File: src/rtl/instr_fetch.sv
`default_nettype none
// ============================================================================
// instr_fetch : single-outstanding instruction fetch with PC sequencing
// Revision 1.0 - initial release
// ============================================================================
module instr_fetch #(
    parameter logic [31:0] RESET_PC = 32'h0000_0000
) (
    input  logic        clk,
    input  logic        reset,
    output logic        imem_req,
    output logic [31:0] imem_addr,
    input  logic        imem_ack,
    input  logic [31:0] imem_rdata,
    output logic [31:0] pc,
    output logic [31:0] instr,
    output logic        instr_valid,
    input  logic        commit,
    input  logic [1:0]  next_sel,
    input  logic        taken,
    input  logic [31:0] jr_target,
    output logic        fault
);

    typedef enum logic [1:0] {
        ST_FETCH = 2'd0,
        ST_VALID = 2'd1,
        ST_FAULT = 2'd2
    } state_t;

    localparam logic [1:0] c_SEL_SEQ    = 2'b00;
    localparam logic [1:0] c_SEL_JUMP   = 2'b01;
    localparam logic [1:0] c_SEL_BRANCH = 2'b10;
    localparam logic [1:0] c_SEL_JR     = 2'b11;

    state_t      state_q, state_d;
    logic [31:0] pc_q, pc_d;
    logic [31:0] instr_q, instr_d;
    logic        fault_q, fault_d;

    logic [31:0] w_pc4;
    logic [31:0] w_br_off;
    logic [31:0] w_next_pc;
    logic        w_jr_misaligned;

    assign w_pc4    = pc_q + 32'd4;
    assign w_br_off = {{14{instr_q[15]}}, instr_q[15:0], 2'b00};
    assign w_jr_misaligned = (next_sel == c_SEL_JR) && (jr_target[1:0] != 2'b00);

    always_comb begin
        w_next_pc = w_pc4;
        case (next_sel)
            c_SEL_SEQ:    w_next_pc = w_pc4;
            c_SEL_JUMP:   w_next_pc = {w_pc4[31:28], instr_q[25:0], 2'b00};
            c_SEL_BRANCH: w_next_pc = taken ? (w_pc4 + w_br_off) : w_pc4;
            c_SEL_JR:     w_next_pc = jr_target;
            default:      w_next_pc = w_pc4;
        endcase
    end

    always_ff @(posedge clk) begin
        if (reset) begin
            state_q <= ST_FETCH;
            pc_q    <= RESET_PC;
            instr_q <= 32'd0;
            fault_q <= 1'b0;
        end else begin
            state_q <= state_d;
            pc_q    <= pc_d;
            instr_q <= instr_d;
            fault_q <= fault_d;
        end
    end

    always_comb begin
        state_d = state_q;
        pc_d    = pc_q;
        instr_d = instr_q;
        fault_d = fault_q;
        case (state_q)
            ST_FETCH: begin
                if (imem_ack) begin
                    instr_d = imem_rdata;
                    state_d = ST_VALID;
                end
            end
            ST_VALID: begin
                // A misaligned register target parks the core with pc left at the offender
                if (commit) begin
                    if (w_jr_misaligned) begin
                        fault_d = 1'b1;
                        state_d = ST_FAULT;
                    end else begin
                        pc_d    = w_next_pc;
                        state_d = ST_FETCH;
                    end
                end
            end
            ST_FAULT: begin
                state_d = ST_FAULT;
            end
            default: begin
                state_d = ST_FETCH;
            end
        endcase
    end

    assign imem_req    = (state_q == ST_FETCH);
    assign imem_addr   = pc_q;
    assign pc          = pc_q;
    assign instr       = instr_q;
    assign instr_valid = (state_q == ST_VALID);
    assign fault       = fault_q;

endmodule
`default_nettype wire

File: config.mk
export PLATFORM = sky130hd
export DESIGN_NAME = instr_fetch
export DESIGN_NICKNAME = d
export VERILOG_FILES = /design/src/rtl/instr_fetch.sv
export SDC_FILE = /design/constraint.sdc
export NUM_CORES = 1
export LEC_CHECK = 0
export CORE_ASPECT_RATIO = 1.4
export CORE_MARGIN = 2
export CORE_UTILIZATION = 30
export CTS_CLUSTER_SIZE = 25
export DETAILED_ROUTE_END_ITERATION = 8
export PLACE_DENSITY = 0.65
export SYNTH_ARGS = -nofsm -noshare
export SYNTH_HDL_FRONTEND = slang
export SYNTH_SLANG_ARGS = --single-unit
File: constraint.sdc
create_clock -name clk -period 4.9 [get_ports clk]
set_clock_uncertainty 0.15 [all_clocks]
set_input_delay 0.49 -clock clk [delete_from_list [all_inputs] [get_ports clk]]
set_output_delay 0.49 -clock clk [all_outputs]
set_load 0.02 [all_outputs]
==> flow_metrics.py <==
metrics = {
    "critical_path": {
        "end_kind": "flip-flop",
        "crit_type": "flip-flop to flip-flop",
        "worstSetupEndpoint": "imem_addr[31]$_SDFFE_PP0P_",
        "worstReg2RegStart": "imem_addr[2]$_SDFFE_PP0P_",
        "rr_endpoint": "imem_addr[31]$_SDFFE_PP0P_",
        "rr_worst_depth": 16,
        "worstPathRequired_ns": 4.98,
        "critPathArrivalTime_ns": 4.47,
        "critPathMaxFanout": 8,
        "r2r_slack_ns": 0.51,
        "startpoint": "imem_addr[2]$_SDFFE_PP0P_",
        "startpoint_type": "flip-flop",
    },
    "clock_network": {
        "clock_latency_ns": 0.34,
        "cts_root_buffer": "clkbuf_16",
        "cts_buffers": 9,
        "path_clk_slew_ns": 0.06,
        "h-tree-depth": 3,
        "cts.sinks": 67,
        "cts_tree": "built",
        "holdBufCountCts": 0,
        "clockBufferDepth": 2,
        "postCtsSetupRepairBufs": 0,
        "post_cts_resized": 0,
    },
    "place": {
        "io_buffers": 169,
        "place_ws_ns": 0.615,
        "place_congestion": 0.944,
        "dp.cells": 1099,
        "dp_hpwl_um": 15000,
    },
    "synth": {
        "syn_area_mm2": 0.00569,
        "synth_edf_count": 0,
        "yosys.cell_types.count": 81,
        "ys_ff_latch": 67,
        "yosys.area.top_type_share": 0.236,
        "syn_avg_cell_area_um2": 7.66,
        "synth_cells": 743,
        "async_reset_ff_frac": 0,
        "yosysWarnings": 0,
        "synth_nets": 849,
        "synth_top_area_cell": "dfxtp_1",
        "netlist_top_cells_area": "dfxtp_1, nand2_1, a21oi_1",
        "synth_flop_cell": "dfxtp_1",
        "synth.yosys.seq_area_share": 0.236,
    },
    "drt": {
        "drtAntennaViolNets": 0,
        "via_per_inst": 5.32,
        "drtIter0Drc": 287,
        "route.detailed.drc": 0,
        "wire_per_inst_um": 17.8,
        "drtPass1Iterations": 5,
        "totalWireLength_um": 19800,
        "via_count": 5935,
    },
    "sta": {
        "relSlewSlack": 0.493,
        "max_freq_mhz": 228,
        "finalSetupViolCount": 0,
        "hold_viol": 0,
        "worstMarginPinSlew_ns": 0.760,
        "slew_violations": 0,
        "fin_ws_ns": 0.509,
        "grt_setup_unrepaired": "false",
        "period_needed_ns": 4.39,
        "fin_tns_setup_ns": 0,
        "finalCritPeriodShare": 0.896,
        "hold-worst-slack_ns": 0.305,
    },
    "layout": {
        "layout.cells.non_filler": 1115,
        "layout-drive-gt1-share": 0.0643,
        "antennaDiodeCount": 0,
        "syn_to_final_growth_pct": 34.9,
        "fin_nets": 972,
    },
    "global_routing": {
        "grt_pass1_vias": 5629,
        "antenna_found_initial": 0,
        "top_usage_layer": "met2",
        "track_usage": 0.191,
        "grt_use_met2": 0.333,
        "grt_max_degree": 42,
        "use_met3": 0.0305,
        "grt_overflow": 0,
        "grt_pass1_wl_um": 30400,
        "grtUsageMet1": 0.232,
    },
    "job": {
        "cap_violations": 0,
    },
    "pwr": {
        "finalPower_w": 0.00188,
        "ir_drop_uv": 133,
        "p_leak_nw": 2.92,
        "power.density_mw_per_mm2": 245,
    },
    "floorplanning": {
        "die_w_um": 120,
        "rows": 59,
        "die-area_mm2": 0.0201,
        "die_h_um": 167,
        "core_area_mm2": 0.0186,
        "pin_count": 170,
        "initial_utilization": 0.306,
    },
    "status": {
        "outcome": "finished, final reports clean",
    },
    "hold_path": {
        "min_path_type": "flip-flop to flip-flop",
    },
}
[metrics by stage]
stage                     utilization  instance area, µm²
after floorplan                     -                5690
after global placement          0.393                7310
after detailed placement        0.393                7310
after CTS                       0.413                7680
after global routing            0.413                7680
final                           0.413                7680
[area by class of cell]
class,count,area [µm²]
fillers,1941,10900
flip-flops and latches,67,1340
multi-input cells,594,3850
repair buffers,180,1760
clock inverters,7,139
inverters,14,52.6
well taps,244,305
clock buffers,9,225
[sequential cells by signal, summed over array words and instances (netlist names)]
name / count
instr: 32
state_q: 2
fault: 1
imem_addr: 32
[logic make-up after synthesis]
| kind of cell | share of synthesized area |
|---|---|
| AOI/OAI and AO/OA | 0.252 |
| xor gates and xnor gates | 0.0752 |
| adders and majority gates | 0.0782 |
| buffers and inverters | 0.0879 |
| DFF | 0.236 |
| muxes | 0.0501 |
| and+or+nand+nor | 0.221 |
[synthesized netlist by cell type, drive strengths merged (9+ instances only)]
cell    count
ha         34
dfxtp      67
o211ai     12
o21ai      33
a21oi      89
and3        9
nand3      23
clkbuf     27
xor2       12
a21o       10
nor2       47
buf        39
a211oi     16
nor3       11
mux2i      24
inv        13
nand2     132
xnor2      36
nand2b      9
[cells in the final DEF, fill, tap and decap left out, types with 4 or more instances in the layout]
cell type        netlist  routed
clkdlybuf4s50_1        0     167
a211oi_1              15      15
buf_4                 32      11
bufinv_16              0       4
xnor2_1               36      36
and2_1                 6       6
a221oi_1               4       4
nor3_1                10      10
nand4_1                6       6
a21oi_1               88      88
mux2_2                 4       4
mux2i_1               24      24
and3_1                 6       6
nand2b_1               9       9
nand2_1              131     131
clkbuf_16              0       9
nor2_1                45      45
a311oi_1               5       5
xor2_1                11      11
o21a_1                 4       4
nand3_1               21      21
or3_1                  4       4
o211ai_1              12      12
dfxtp_1               67      67
a31oi_1                5       5
o221ai_1               7       7
a21o_1                 9       9
a22oi_1                4       4
o22ai_1                4       4
o21ai_0               30      30
ha_1                  34      34
inv_1                 13      13
[worst max-delay path: stages (launching register included)]
cell and delay (ns):
dfxtp_1 0.46, ha_1 0.31, nand4_1 0.21, nor3_2 0.52
nand2_1 0.23, nor2_1 0.20, xor2_1 0.11, ha_1 0.39
nand2_1 0.06, o21ai_0 0.25, o221ai_1 0.18, o21a_1 0.19
nand3b_1 0.20, a31oi_1 0.19, mux2i_1 0.27, mux2i_1 0.11
a221o_1 0.25
[report_power, final]
group | leakage, nW | internal (W) | switching [W] | total (W)
Combinational | 2.19 | 0.000206 | 0.000247 | 0.000453
Clock | 0.180 | 0.000549 | 0.000271 | 0.000820
Sequential | 0.547 | 0.000572 | 0.0000374 | 0.000610
[worst min-delay path by stage]
stage	from	slack (ns)	depth (start not counted)	end
2_1_floorplan	state_q[1]$_SDFFE_PP0P_	0.31	2	state_q[1]$_SDFFE_PP0P_
3_3_place_gp	instr[29]$_SDFFE_PP0P_	0.30	2	instr[29]$_SDFFE_PP0P_
3_5_place_dp	instr[29]$_SDFFE_PP0P_	0.30	2	instr[29]$_SDFFE_PP0P_
4_1_cts	instr[29]$_SDFFE_PP0P_	0.31	2	instr[29]$_SDFFE_PP0P_
5_1_grt	instr[27]$_SDFFE_PP0P_	0.33	2	instr[27]$_SDFFE_PP0P_
6_report	instr[29]$_SDFFE_PP0P_	0.31	2	instr[29]$_SDFFE_PP0P_
[routing by layer]
| layer | up-vias | share of wire |
|---|---|---|
| li1 | 2895 | - |
| met1 | 2809 | 0.41 |
| met2 | 202 | 0.51 |
| met3 | 29 | 0.057 |
| met4 | 0 | 0.023 |
| met5 | - | 0 |
(Power assumes the default switching activity.)
